`src/rtl/despacho_pkg.sv`:
```
// Shared definitions for the dispatch unit: instruction fields, opcodes,
// FSM state encoding and tag conventions.
package despacho_pkg;

    localparam int TAG_W      = 3;
    localparam int TAG_PRONTO = 0;   // tag 0: operand value is already available
    localparam int NUM_REGS   = 8;
    localparam int REG_ADDR_W = 3;

    localparam logic [3:0] OP_NOP = 4'h0;
    localparam logic [3:0] OP_ADD = 4'h1;
    localparam logic [3:0] OP_SUB = 4'h2;
    localparam logic [3:0] OP_AND = 4'h3;
    localparam logic [3:0] OP_OR  = 4'h4;
    localparam logic [3:0] OP_MUL = 4'h5;

    localparam int OP_MSB  = 15;
    localparam int OP_LSB  = 12;
    localparam int RD_MSB  = 11;
    localparam int RD_LSB  = 9;
    localparam int RS1_MSB = 8;
    localparam int RS1_LSB = 6;
    localparam int RS2_MSB = 5;
    localparam int RS2_LSB = 3;

    localparam logic [1:0] S_PEDE   = 2'd0;
    localparam logic [1:0] S_ESPERA = 2'd1;
    localparam logic [1:0] S_EMITE  = 2'd2;

    typedef enum logic [1:0] {
        CLASSE_NENHUMA,
        CLASSE_ALU,
        CLASSE_MUL,
        CLASSE_ILEGAL
    } classe_t;

    function automatic classe_t classe_de(input logic [3:0] op);
        case (op)
            OP_NOP:                         return CLASSE_NENHUMA;
            OP_ADD, OP_SUB, OP_AND, OP_OR:  return CLASSE_ALU;
            OP_MUL:                         return CLASSE_MUL;
            default:                        return CLASSE_ILEGAL;
        endcase
    endfunction

endpackage

```
`src/rtl/tabela_status_registradores.sv`:
```
// Register status table: per architectural register, the tag of the station
// that will produce it. Issue writes take priority over CDB clears.
module tabela_status_registradores
    import despacho_pkg::*;
#(
    parameter int LARGURA_TAG = TAG_W
) (
    input  logic                              Clock,
    input  logic                              Reset,
    input  logic [REG_ADDR_W-1:0]             Addr_j,
    input  logic [REG_ADDR_W-1:0]             Addr_k,
    output logic [LARGURA_TAG-1:0]            Tag_j,
    output logic [LARGURA_TAG-1:0]            Tag_k,
    input  logic                              Wr_En,
    input  logic [REG_ADDR_W-1:0]             Wr_Addr,
    input  logic [LARGURA_TAG-1:0]            Wr_Tag,
    input  logic                              CDB_Valid,
    input  logic [LARGURA_TAG-1:0]            CDB_Tag,
    output logic [NUM_REGS*LARGURA_TAG-1:0]   Entradas
);

    logic [LARGURA_TAG-1:0] tabela [NUM_REGS];

    assign Tag_j = tabela[Addr_j];
    assign Tag_k = tabela[Addr_k];

    always_ff @(posedge Clock) begin
        for (int r = 0; r < NUM_REGS; r++) begin
            if (Reset) begin
                tabela[r] <= '0;
            end else if (Wr_En && Wr_Addr == REG_ADDR_W'(r)) begin
                tabela[r] <= Wr_Tag;
            end else if (CDB_Valid && tabela[r] == CDB_Tag) begin
                tabela[r] <= '0;
            end
        end
    end

    always_comb begin
        Entradas = '0;
        for (int r = 0; r < NUM_REGS; r++) begin
            Entradas[r*LARGURA_TAG +: LARGURA_TAG] = tabela[r];
        end
    end

endmodule

```
`src/rtl/unidade_de_despacho.sv`:
```
// Tomasulo issue stage: pops one instruction, decodes it, resolves operands
// and allocates the lowest free reservation station of its class.
module unidade_de_despacho #(
    parameter int NUM_RS_ALU = 3,
    parameter int NUM_RS_MUL = 2,
    parameter int TAG_W      = 3
) (
    input  logic                  Clock,
    input  logic                  Reset,
    input  logic                  Empty,
    input  logic [15:0]           Instrucao_Despachada,
    output logic                  Pop,
    output logic [2:0]            Reg_Addr_j,
    output logic [2:0]            Reg_Addr_k,
    input  logic [15:0]           Reg_Data_j,
    input  logic [15:0]           Reg_Data_k,
    input  logic [NUM_RS_ALU-1:0] RS_Busy_Alu,
    input  logic [NUM_RS_MUL-1:0] RS_Busy_Mul,
    input  logic                  CDB_Valid,
    input  logic [TAG_W-1:0]      CDB_Tag,
    input  logic [15:0]           CDB_Value,
    output logic                  Issue_Valid,
    output logic [3:0]            Issue_Op,
    output logic [TAG_W-1:0]      Issue_Tag,
    output logic [15:0]           Issue_Vj,
    output logic [15:0]           Issue_Vk,
    output logic [TAG_W-1:0]      Issue_Qj,
    output logic [TAG_W-1:0]      Issue_Qk,
    output logic                  Stall,
    output logic                  Illegal,
    output logic [1:0]            Estado,
    output logic [8*TAG_W-1:0]    Tabela_Status
);
    import despacho_pkg::*;

    logic [1:0]       estado;
    logic [15:0]      ir;
    logic [3:0]       op;
    logic [2:0]       rd;
    classe_t          classe;
    logic [TAG_W-1:0] rst_j, rst_k;
    logic             livre;
    logic [TAG_W-1:0] tag_livre;
    logic [15:0]      vj, vk;
    logic [TAG_W-1:0] qj, qk;
    logic             emite;
    logic             unused_bits;

    assign op          = ir[OP_MSB:OP_LSB];
    assign rd          = ir[RD_MSB:RD_LSB];
    assign Reg_Addr_j  = ir[RS1_MSB:RS1_LSB];
    assign Reg_Addr_k  = ir[RS2_MSB:RS2_LSB];
    assign unused_bits = ^ir[2:0];
    assign classe      = classe_de(op);
    assign Estado      = estado;

    // Lowest-index free station wins: scan from the top so index 0 is written last.
    always_comb begin
        livre     = 1'b0;
        tag_livre = '0;
        if (classe == CLASSE_ALU) begin
            for (int i = NUM_RS_ALU - 1; i >= 0; i--) begin
                if (!RS_Busy_Alu[i]) begin
                    livre     = 1'b1;
                    tag_livre = TAG_W'(i + 1);
                end
            end
        end else if (classe == CLASSE_MUL) begin
            for (int i = NUM_RS_MUL - 1; i >= 0; i--) begin
                if (!RS_Busy_Mul[i]) begin
                    livre     = 1'b1;
                    tag_livre = TAG_W'(NUM_RS_ALU + i + 1);
                end
            end
        end
    end

    // A producer broadcasting on the CDB in this same cycle forwards its value.
    always_comb begin
        vj = '0;
        qj = rst_j;
        if (rst_j == TAG_W'(TAG_PRONTO)) begin
            vj = Reg_Data_j;
        end else if (CDB_Valid && CDB_Tag == rst_j) begin
            vj = CDB_Value;
            qj = '0;
        end
        vk = '0;
        qk = rst_k;
        if (rst_k == TAG_W'(TAG_PRONTO)) begin
            vk = Reg_Data_k;
        end else if (CDB_Valid && CDB_Tag == rst_k) begin
            vk = CDB_Value;
            qk = '0;
        end
    end

    assign Pop   = (estado == S_PEDE) && !Empty;
    assign emite = (estado == S_EMITE) && livre;
    assign Stall = (estado == S_EMITE) && !livre &&
                   (classe == CLASSE_ALU || classe == CLASSE_MUL);

    tabela_status_registradores #(
        .LARGURA_TAG (TAG_W)
    ) u_tabela (
        .Clock     (Clock),
        .Reset     (Reset),
        .Addr_j    (Reg_Addr_j),
        .Addr_k    (Reg_Addr_k),
        .Tag_j     (rst_j),
        .Tag_k     (rst_k),
        .Wr_En     (emite),
        .Wr_Addr   (rd),
        .Wr_Tag    (tag_livre),
        .CDB_Valid (CDB_Valid),
        .CDB_Tag   (CDB_Tag),
        .Entradas  (Tabela_Status)
    );

    always_ff @(posedge Clock) begin
        if (Reset) begin
            estado      <= S_PEDE;
            ir          <= '0;
            Issue_Valid <= 1'b0;
            Issue_Op    <= '0;
            Issue_Tag   <= '0;
            Issue_Vj    <= '0;
            Issue_Vk    <= '0;
            Issue_Qj    <= '0;
            Issue_Qk    <= '0;
            Illegal     <= 1'b0;
        end else begin
            Issue_Valid <= 1'b0;
            Illegal     <= 1'b0;
            case (estado)
                S_PEDE: begin
                    if (!Empty) estado <= S_ESPERA;
                end
                S_ESPERA: begin
                    ir     <= Instrucao_Despachada;
                    estado <= S_EMITE;
                end
                S_EMITE: begin
                    case (classe)
                        CLASSE_ALU, CLASSE_MUL: begin
                            if (livre) begin
                                Issue_Valid <= 1'b1;
                                Issue_Op    <= op;
                                Issue_Tag   <= tag_livre;
                                Issue_Vj    <= vj;
                                Issue_Vk    <= vk;
                                Issue_Qj    <= qj;
                                Issue_Qk    <= qk;
                                estado      <= S_PEDE;
                            end
                        end
                        CLASSE_ILEGAL: begin
                            Illegal <= 1'b1;
                            estado  <= S_PEDE;
                        end
                        default: estado <= S_PEDE;
                    endcase
                end
                default: estado <= S_PEDE;
            endcase
        end
    end

endmodule
```
`config.mk`:
```
export PLATFORM = sky130hd
export DESIGN_NAME = unidade_de_despacho
export DESIGN_NICKNAME = d
export VERILOG_FILES = /design/src/rtl/despacho_pkg.sv /design/src/rtl/tabela_status_registradores.sv /design/src/rtl/unidade_de_despacho.sv
export SDC_FILE = /design/constraint.sdc
export NUM_CORES = 1
export LEC_CHECK = 0
export CAP_MARGIN = 20
export CORE_MARGIN = 2
export CORE_UTILIZATION = 40
export DETAILED_ROUTE_END_ITERATION = 8
export PLACE_DENSITY = 0.71
export SYNTH_ARGS = -nofsm -noshare
export SYNTH_HDL_FRONTEND = slang
export SYNTH_HIERARCHICAL = 1
export SYNTH_SLANG_ARGS = --single-unit
```
`constraint.sdc`:
```
create_clock -name Clock -period 3.36 [get_ports Clock]
set_input_delay 0.336 -clock Clock [delete_from_list [all_inputs] [get_ports Clock]]
set_output_delay 0.336 -clock Clock [all_outputs]
set_load 0.05 [all_outputs]
```
* Word level (Yosys, flattened, before mapping)
Memory sizes are Yosys's and may differ from the RTL's. A register that Yosys moved wholly into a read port is not among the register bits. Index checks and enable logic that the tools add are counted.
Operators by class: equality and inequality tests 29, multiplexer cells 107, bitwise operators 18, reduce and logical (&&, ||, !) cells 36
Operators by type and width (number):
- $mux 3 | 30
- $mux 1 | 67
- $mux 16 | 4
- $eq 3x3->1 | 10
- $logic_and 1x1->1 | 22
- $or 1x1->1 | 16
- $eq 3x3->1 const B | 4
- $pmux 2 s3 | 2
- $logic_not 3->1 | 3
- $eq 4x2->1 const B | 2
- $eq 4x3->1 const B | 2
- $mux 2 | 4
- $eq 2x2->1 const B | 3
- $eq 3x2->1 const B | 2
- $eq 2x1->1 const B | 2
- $eq 4x1->1 const B | 1
- $logic_not 4->1 | 1
- $reduce_or 2->1 | 2
- $reduce_or 4->1 | 1
- $eq 3x1->1 const B | 1
- $ne 3x3->1 const B | 1
- $reduce_and 3->1 | 1
- $reduce_or 3->1 | 1
- $logic_not 1->1 | 2
- other kinds (5) | 6
Storage, ports and cells: bits in registers 65, RAM bits 24, logic and storage cells 201, memories 1
Memory list:
- u_tabela.tabela | depth 8, width 3, rd ports 10, clocked after memory_dff 2, write ports 8, RTL line tabela_status_registradores.sv:22 | logic [LARGURA_TAG-1:0] tabela [NUM_REGS];

* Longest topological paths before layout
Gate-level depths: netlist of run 1.
depth after elaboration 13, gate-level depth with buffers 12, mapped depth without buffers 11

* Hierarchy
The synthesis of run 1 kept the hierarchy.
By module, submodules not included:
- unidade_de_despacho | times used 1, cells each 356, area each 3039.2 µm², sequential area each 1241.2 µm²
- tabela_status_registradores | times used 1, cells each 129, area each 1702.9 µm², sequential area each 720.7 µm²

* Worst setup path after synthesis of run 1
OpenSTA, ideal clock, no wires.
kind reg2reg, from register ir[12], to memory u_tabela/tabela[4][0] in the netlist's numbering (enable), arrival 2.360 ns, setup slack 0.695 ns, stages on the path, launching flop included 12, buffers on the path 1, clock period less this slack 2.665 ns, path through dfxtp_1 nor2_1 xnor2_1 nor2b_1 ha_1 nand2b_4 a2bb2oi_1 buf_2 nor2_1 or3b_1 nor2_1 a311o_1
RTL lines:
- start, declared | RTL line unidade_de_despacho.sv:37 | logic [15:0] ir;
- start signal, assigned | RTL line unidade_de_despacho.sv:140 | ir <= Instrucao_Despachada;
- end, declared | RTL line tabela_status_registradores.sv:22

* Final worst setup path of run 1
from register ir[12], to output Stall
Between the ends: cells in the longest elaborated chain, start to end 9, elaborated cells between the ends (all ways) 16, those cells by class 7 x eq/ne; 3 x mux; 6 x reduce/logical
RTL lines:
- $eq 4x1->1 (tied with other cells) | RTL line despacho_pkg.sv:38 | case (op)
- $reduce_or 4->1 | RTL line despacho_pkg.sv:38
- $pmux 2 s3 (*) | RTL line despacho_pkg.sv:38
- $eq 2x2->1 | RTL line unidade_de_despacho.sv:68, unidade_de_despacho.sv:101
- $mux 1 | RTL line unidade_de_despacho.sv:68 | end else if (classe == CLASSE_MUL) begin
- $mux 1 | RTL line unidade_de_despacho.sv:61 | if (classe == CLASSE_ALU) begin
- $logic_not 1->1 | RTL line unidade_de_despacho.sv:100 | assign Stall = (estado == S_EMITE) && !livre &&
- $logic_and 1x1->1 | RTL line unidade_de_despacho.sv:100
- $logic_and 1x1->1 (*) | RTL line unidade_de_despacho.sv:100
- end, declared | RTL line unidade_de_despacho.sv:29 | output logic Stall,
Mark *: on every way between the ends. The rest lies on a longest branch, timed or not.

==> results.sh, run 1 <==
export IMPL_seq_area_frac_synth=0.414
export IMPL_ios=157
export IMPL_drive_above_1_share=0.0837
export IMPL_crit_type="reg2out"
export IMPL_ys_seq_elements=86
export IMPL_tightestPinTransition_ns=0.840
export IMPL_drtPass1Iterations=7
export IMPL_synth_edf_count=24
export IMPL_core_area_sq_mm=0.0115
export IMPL_min_period_ns=3.02
export IMPL_fin_crit_sh=0.898
export IMPL_dieArea_sq_mm=0.0127
export IMPL_max_cap_violations=0
export IMPL_num_nets_final=695
export IMPL_port_buffer_count=153
export IMPL_status="finished with violations"
export IMPL_syn_area_sq_mm=0.00474
export IMPL_postSynth_asyncResetShare=0
export IMPL_cts_clk_slew_worst_paths_ns=0.07
export IMPL_hold_path_depth=2
export IMPL_syn_inst=485
export IMPL_power_density_mw_per_mm2=392
export IMPL_dpl_instance_area_sq_mm=0.00633
export IMPL_p_leak_uw=0.00211
export IMPL_cts_htree_levels=3
export IMPL_cp_start_kind="flop"
export IMPL_grt_usage=0.218
export IMPL_cts_sinks=86
export IMPL_cts_resized_gates=0
export IMPL_routed_top_layer="met4"
export IMPL_path_max_fanout=7
export IMPL_required_ns=3.02
export IMPL_ys_warn_count=6
export IMPL_hold_path_class="reg2reg"
export IMPL_fmax_ghz=0.332
export IMPL_wl_per_cell_microns=19.0
export IMPL_grt_max_degree=72
export IMPL_num_antenna_cells=0
export IMPL_antenna_found_initial=0
export IMPL_clock_path_buffers=2
export IMPL_cts_hold_buf=0
export IMPL_grt_pass1_wl_mm=22.0
export IMPL_slew_limit_headroom=0.439
export IMPL_route_met2_wl_mm=7.29
export IMPL_skew_ns=0.00998
export IMPL_clockRootBuffer="clkbuf_16"
export IMPL_dpl_hpwl_mm=10.5
export IMPL_cts_tree="built"
export IMPL_synth_cell_types=44
export IMPL_violations="DRC"
export IMPL_wl_met3_mm=1.04
export IMPL_rsz0062_at_grt="false"
export IMPL_final_setup_viol_count=0
export IMPL_rrSetupSlack_ns=0.45
export IMPL_grt_remaining_overflow=0
export IMPL_postSynthAreaPerCell_sq_um=9.78
export IMPL_via_per_inst=5.67
export IMPL_place_gp_congestion=0.838
export IMPL_fp_dieH_microns=113
export IMPL_syn2layout_area_growth_pct=39.4
export IMPL_tns_ns=0
export IMPL_report_final_slew_viol_count=0
export IMPL_ir_drop_v=0.000257
export IMPL_routed_wl_mm=14.5
export IMPL_grt_pass1_vias=4306
export IMPL_clkLatencyLatePin_ns=0.34
export IMPL_synth_nets=564
export IMPL_vias=4332
export IMPL_first_iter_violations=490
export IMPL_synth_ff_type="dfxtp_1"
export IMPL_cts_buffers=9
export IMPL_post_cts_buffers=0
export IMPL_wl_met1_mm=5.79
export IMPL_die_x_microns=113
export IMPL_start_util=0.412
export IMPL_critPathArrivalTime_ns=2.68
export IMPL_finalHoldViolations=0
export IMPL_rows=39
export IMPL_drc_errors=14
export IMPL_ant_nets=0
export IMPL_crit_path_end_kind="primary output"
export IMPL_reg2regPathDepth=10
export IMPL_final_area_sq_mm=0.00661
==> synthesized netlist by cell type, types with 3 or more instances <==
| cell | count | area, sq um |
|---|---|---|
| dfxtp_1 | 62 | 1240 |
| nand2_1 | 61 | 229 |
| a21oi_1 | 53 | 265 |
| nand3b_1 | 33 | 248 |
| xnor2_1 | 29 | 254 |
| a311oi_1 | 28 | 245 |
| and2_1 | 25 | 156 |
| edfxtp_1 | 24 | 721 |
| clkbuf_1 | 20 | 75.1 |
| nor2_1 | 15 | 56.3 |
| inv_1 | 12 | 45.0 |
| mux4_1 | 12 | 315 |
| buf_2 | 11 | 55.1 |
| nand2b_1 | 11 | 68.8 |
| buf_4 | 8 | 60.1 |
| nand3_1 | 8 | 40.0 |
| nand4_1 | 7 | 43.8 |
| mux2_2 | 6 | 67.6 |
| nor3_1 | 6 | 30.0 |
| o21ai_0 | 6 | 30.0 |
| o32ai_2 | 6 | 97.6 |
| a311oi_2 | 4 | 60.1 |
| buf_6 | 4 | 45.0 |
| o311ai_0 | 4 | 35.0 |
| ha_1 | 3 | 37.5 |
| o211ai_1 | 3 | 22.5 |
==> cells in the final DEF (no fill, tap or decap), types with 2 or more instances in the layout <==
cell type / instances
a21oi_1: 53
a311oi_1: 28
a311oi_2: 4
and2_1: 25
and4_1: 2
buf_4: 11
clkbuf_16: 9
clkdlybuf4s50_1: 152
clkinvlp_4: 3
dfxtp_1: 62
edfxtp_1: 24
ha_1: 3
inv_1: 12
inv_6: 2
mux2_2: 6
mux4_1: 12
nand2_1: 61
nand2b_1: 11
nand3_1: 8
nand3b_1: 33
nand4_1: 7
nor2_1: 15
nor2b_1: 2
nor3_1: 4
nor3_2: 2
nor4_1: 2
o211ai_1: 3
o21ai_0: 6
o311ai_0: 4
o32ai_2: 6
or3_4: 2
xnor2_1: 29
xor2_1: 2
==> power breakdown <==
group	internal (uW)	switching (uW)	total, uW
Combinational	234	291	526
Sequential	1090	39.5	1130
Clock	505	428	932
==> metal layers <==
metal	vias up	track usage
met1	2091	0.269
met5	-	0
li1	2043	-
met2	167	0.378
met4	0	0.0829
met3	31	0.0445
==> critical path: stages, from the launching register on <==
cell             delay [ns]
dfxtp_1                0.34
nor2_1                 0.13
xnor2_1                0.12
nor2b_1                0.19
ha_1                   0.31
nand2b_4               0.19
o2bb2ai_2              0.07
nor2_1                 0.16
clkdlybuf4s50_1        0.83
==> cell type report <==
class,instances,area [sq um]
multi-input cells,342,2520
clock buffers,10,229
fillers,1016,4910
well taps,143,179
flip-flops and latches,86,1960
inverters,12,45.0
repair buffers,165,1630
clock inverters,6,45.0
==> sequential cells by signal, indices dropped and copies added (netlist names) <==
register and flops:
Issue_Qk 3, Issue_Valid 1, Issue_Op 4, Issue_Qj 3
Illegal 1, Estado 2, Issue_Vj 16, u_tabela/tabela 24
ir 13, Issue_Tag 3, Issue_Vk 16
==> final timing paths <==
path,start,endpoint
worst max register to register,ir[13],u_tabela/tabela[4][2]
worst max-delay path,ir[12],Stall
worst min register to register,Issue_Tag[1],Issue_Tag[1]
worst min-delay path,Issue_Tag[1],Issue_Tag[1]
==> kinds of logic after synthesis <==
| family | after synthesis | synth area share |
|---|---|---|
| AOI/OAI and AO/OA | 110 | 0.170 |
| xor gates and xnor gates | 31 | 0.0573 |
| adders and majority gates | 3 | 0.00792 |
| buffers and inverters | 57 | 0.0607 |
| DFF | 86 | 0.414 |
| muxes | 18 | 0.0807 |
| and+or+nand+nor | 180 | 0.210 |
==> through the flow <==
stage          instances  total power (uW)  hold slack [ns]   util  setup WS (ns)
2_1_floorplan        485              1470            0.413      -          0.695
3_3_place_gp         748              1670            0.470  0.550          0.573
3_5_place_dp         748              1680            0.474  0.550          0.507
4_1_cts              764              2600            0.484  0.574          0.343
5_1_grt              764              2690            0.511  0.574          0.202
6_report             764              2590            0.489  0.574          0.344
Power figures use the tool's default switching activity.
==> run 2: changes to the inputs <==
MAX_ROUTING_LAYER = met4   (was not set)
SETUP_SLACK_MARGIN = 0.4   (was not set)
==> results.sh, run 2 (synthesis results as in run 1) <==
export IMPL_ir_drop_v=0.000256
export IMPL_finalHoldViolations=0
export IMPL_skew_ns=0.0104
export IMPL_antenna_found_initial=0
export IMPL_ant_nets=0
export IMPL_fill_cells=1015
export IMPL_layout_commonest_cell="clkdlybuf4s50_1"
export IMPL_slowest_delay_ns=0.47
export IMPL_grt_usage=0.225
export IMPL_max_cap_violations=0
export IMPL_fmax_ghz=0.360
export IMPL_cts_hold_buf=0
export IMPL_vias=4314
export IMPL_final_cell_mix="clkdlybuf4s50_1 (151), dfxtp_1 (62), nand2_1 (61)"
export IMPL_routed_wl_mm=14.5
export IMPL_holdPathEnd="Issue_Op[3]"
export IMPL_clkLatencyLatePin_ns=0.33
export IMPL_cts_buffers=9
export IMPL_power_density_mw_per_mm2=391
export IMPL_cp_slowest_cell="or3b_1"
export IMPL_tns_ns=0
export IMPL_grt_pass1_wl_mm=22.0
export IMPL_syn2layout_area_growth_pct=39.4
export IMPL_r2r_start="ir[13]"
export IMPL_report_final_slew_viol_count=0
export IMPL_num_antenna_cells=0
export IMPL_clock_path_buffers=2
export IMPL_p_leak_uw=0.00211
export IMPL_cp_start_kind="flop"
export IMPL_status="finished with violations"
export IMPL_clockRootBuffer="clkbuf_16"
export IMPL_start_util=0.412
export IMPL_reg2regPathDepth=10
export IMPL_drc_errors=14
export IMPL_dieArea_sq_mm=0.0127
export IMPL_fp_dieH_microns=113
export IMPL_violations="DRC"
export IMPL_path_max_fanout=7
export IMPL_largest_reg_flops=24
export IMPL_rows=39
export IMPL_cts_htree_levels=3
export IMPL_ios=157
export IMPL_post_cts_buffers=0
export IMPL_first_iter_violations=513
export IMPL_rrSetupSlack_ns=0.58
export IMPL_dpl_hpwl_mm=10.5
export IMPL_place_inst=748
export IMPL_cts_sinks=86
export IMPL_hold_path_class="reg2reg"
export IMPL_final_setup_viol_count=0
export IMPL_cp_num_buf_inv=0
export IMPL_hold_path_depth=2
export IMPL_num_nets_final=695
export IMPL_drtPass1Iterations=7
export IMPL_core_area_sq_mm=0.0115
export IMPL_fin_cells=764
export IMPL_min_period_ns=2.78
export IMPL_slew_limit_headroom=0.446
export IMPL_die_x_microns=113
export IMPL_crit_type="reg2reg"
export IMPL_tightestPinTransition_ns=0.821
export IMPL_worstPathCellList="nor2_1 > xnor2_1 > nor2b_1 > ha_1 > nand2b_4 > a2bb2oi_1 > nor2_2 > or3b_1 > nor2_1 > a311o_1"
export IMPL_via_per_inst=5.65
export IMPL_crit_path_end_kind="flop"
export IMPL_grt_pass1_vias=4302
export IMPL_worstHoldStart="Issue_Op[3]"
export IMPL_required_ns=3.40
export IMPL_wl_per_cell_microns=19.0
export IMPL_post_route_util=0.574
export IMPL_port_buffer_count=153
export IMPL_place_gp_congestion=0.851
export IMPL_cp_num_cells=10
export IMPL_regMostFlops="u_tabela/tabela"
export IMPL_fin_crit_sh=0.827
export IMPL_drive_above_1_share=0.0853
export IMPL_reg_largest_list="u_tabela/tabela x24, Issue_Vj x16, Issue_Vk x16"
export IMPL_critPathArrivalTime_ns=2.82
export IMPL_crit_family="simple AND/OR/NAND/NOR gates"
export IMPL_cts_clk_slew_worst_paths_ns=0.07
export IMPL_timing_critical_path_mode_cell="nor2_1"
export IMPL_grt_remaining_overflow=0
export IMPL_cts_tree="built"
export IMPL_r2r_end="u_tabela/tabela[4][2]"
export IMPL_rsz0062_at_grt="false"
export IMPL_grt_max_degree=72
## run 2: cell types whose count changed in the layout (fill, tap and decap cells not counted), sizes merged
cell	change
dlygate4sd2	+1
clkdlybuf4s50	-1
## run 2: worst reg2reg max path, cell delays in order, from the launching register on
cell and delay (ns):
dfxtp_1 0.40, nor2_1 0.07, xnor2_1 0.11, nor2b_1 0.14, ha_1 0.27, nand2b_4 0.18, a2bb2oi_1 0.16, nor2_2 0.24
or3b_1 0.47, nor2_1 0.22, a311o_1 0.22
## run 2: repair_timing
| action | CTS | global route |
|---|---|---|
| endpoints found under the setup margin | 1 | 12 |
| resized for setup | 1 | 2 |
| cloned | 0 | 0 |
| hold endpoints to repair | 0 | 0 |
| pin swaps | 0 | 0 |
## run 2: final cells by class
class                   instances  area, sq um  area share
inverters                      12         45.0     0.00681
clock inverters                 6         45.0     0.00681
clock buffers                  10          229      0.0346
multi-input cells             342         2520       0.382
flip-flops and latches         86         1960       0.297
well taps                     143          179      0.0271
repair buffers                165         1630       0.246
## run 2: report_power, final
group,internal (uW),switching [uW],leakage [uW]
sequential,1090,39.4,0.000751
clock,505,424,0.000122
combinational,234,292,0.00124
total,1830,754,0.00211
## run 2: worst max-delay path by stage
stage                             to    from  slack [ns]
2_1_floorplan  u_tabela/tabela[4][0]  ir[12]        0.69
3_3_place_gp   u_tabela/tabela[4][2]  ir[12]        0.57
3_5_place_dp   u_tabela/tabela[4][2]  ir[13]        0.51
4_1_cts        u_tabela/tabela[4][1]  ir[13]        0.50
5_1_grt        u_tabela/tabela[4][2]  ir[13]        0.41
6_report       u_tabela/tabela[4][2]  ir[13]        0.58
## run 2: per-layer routing
metal,track usage,wire (microns),vias to the layer above,part of all wire
met1,0.269,5800,2061,0.40
met4,0.0829,366,0,0.025
met5,-,0,-,0
met2,0.378,7290,183,0.50
li1,-,-,2042,-
met3,0.0461,1060,28,0.073
## run 2: stage by stage
| step | setup WS (ns) | hold WS [ns] | total power (uW) | cell area (sq um) |
|---|---|---|---|---|
| after floorplan | 0.695 | 0.413 | 1470 | 4740 |
| after global placement | 0.573 | 0.470 | 1670 | 6330 |
| after detailed placement | 0.507 | 0.474 | 1680 | 6330 |
| after CTS | 0.496 | 0.484 | 2600 | 6610 |
| after global routing | 0.408 | 0.511 | 2690 | 6610 |
| final | 0.581 | 0.479 | 2580 | 6610 |
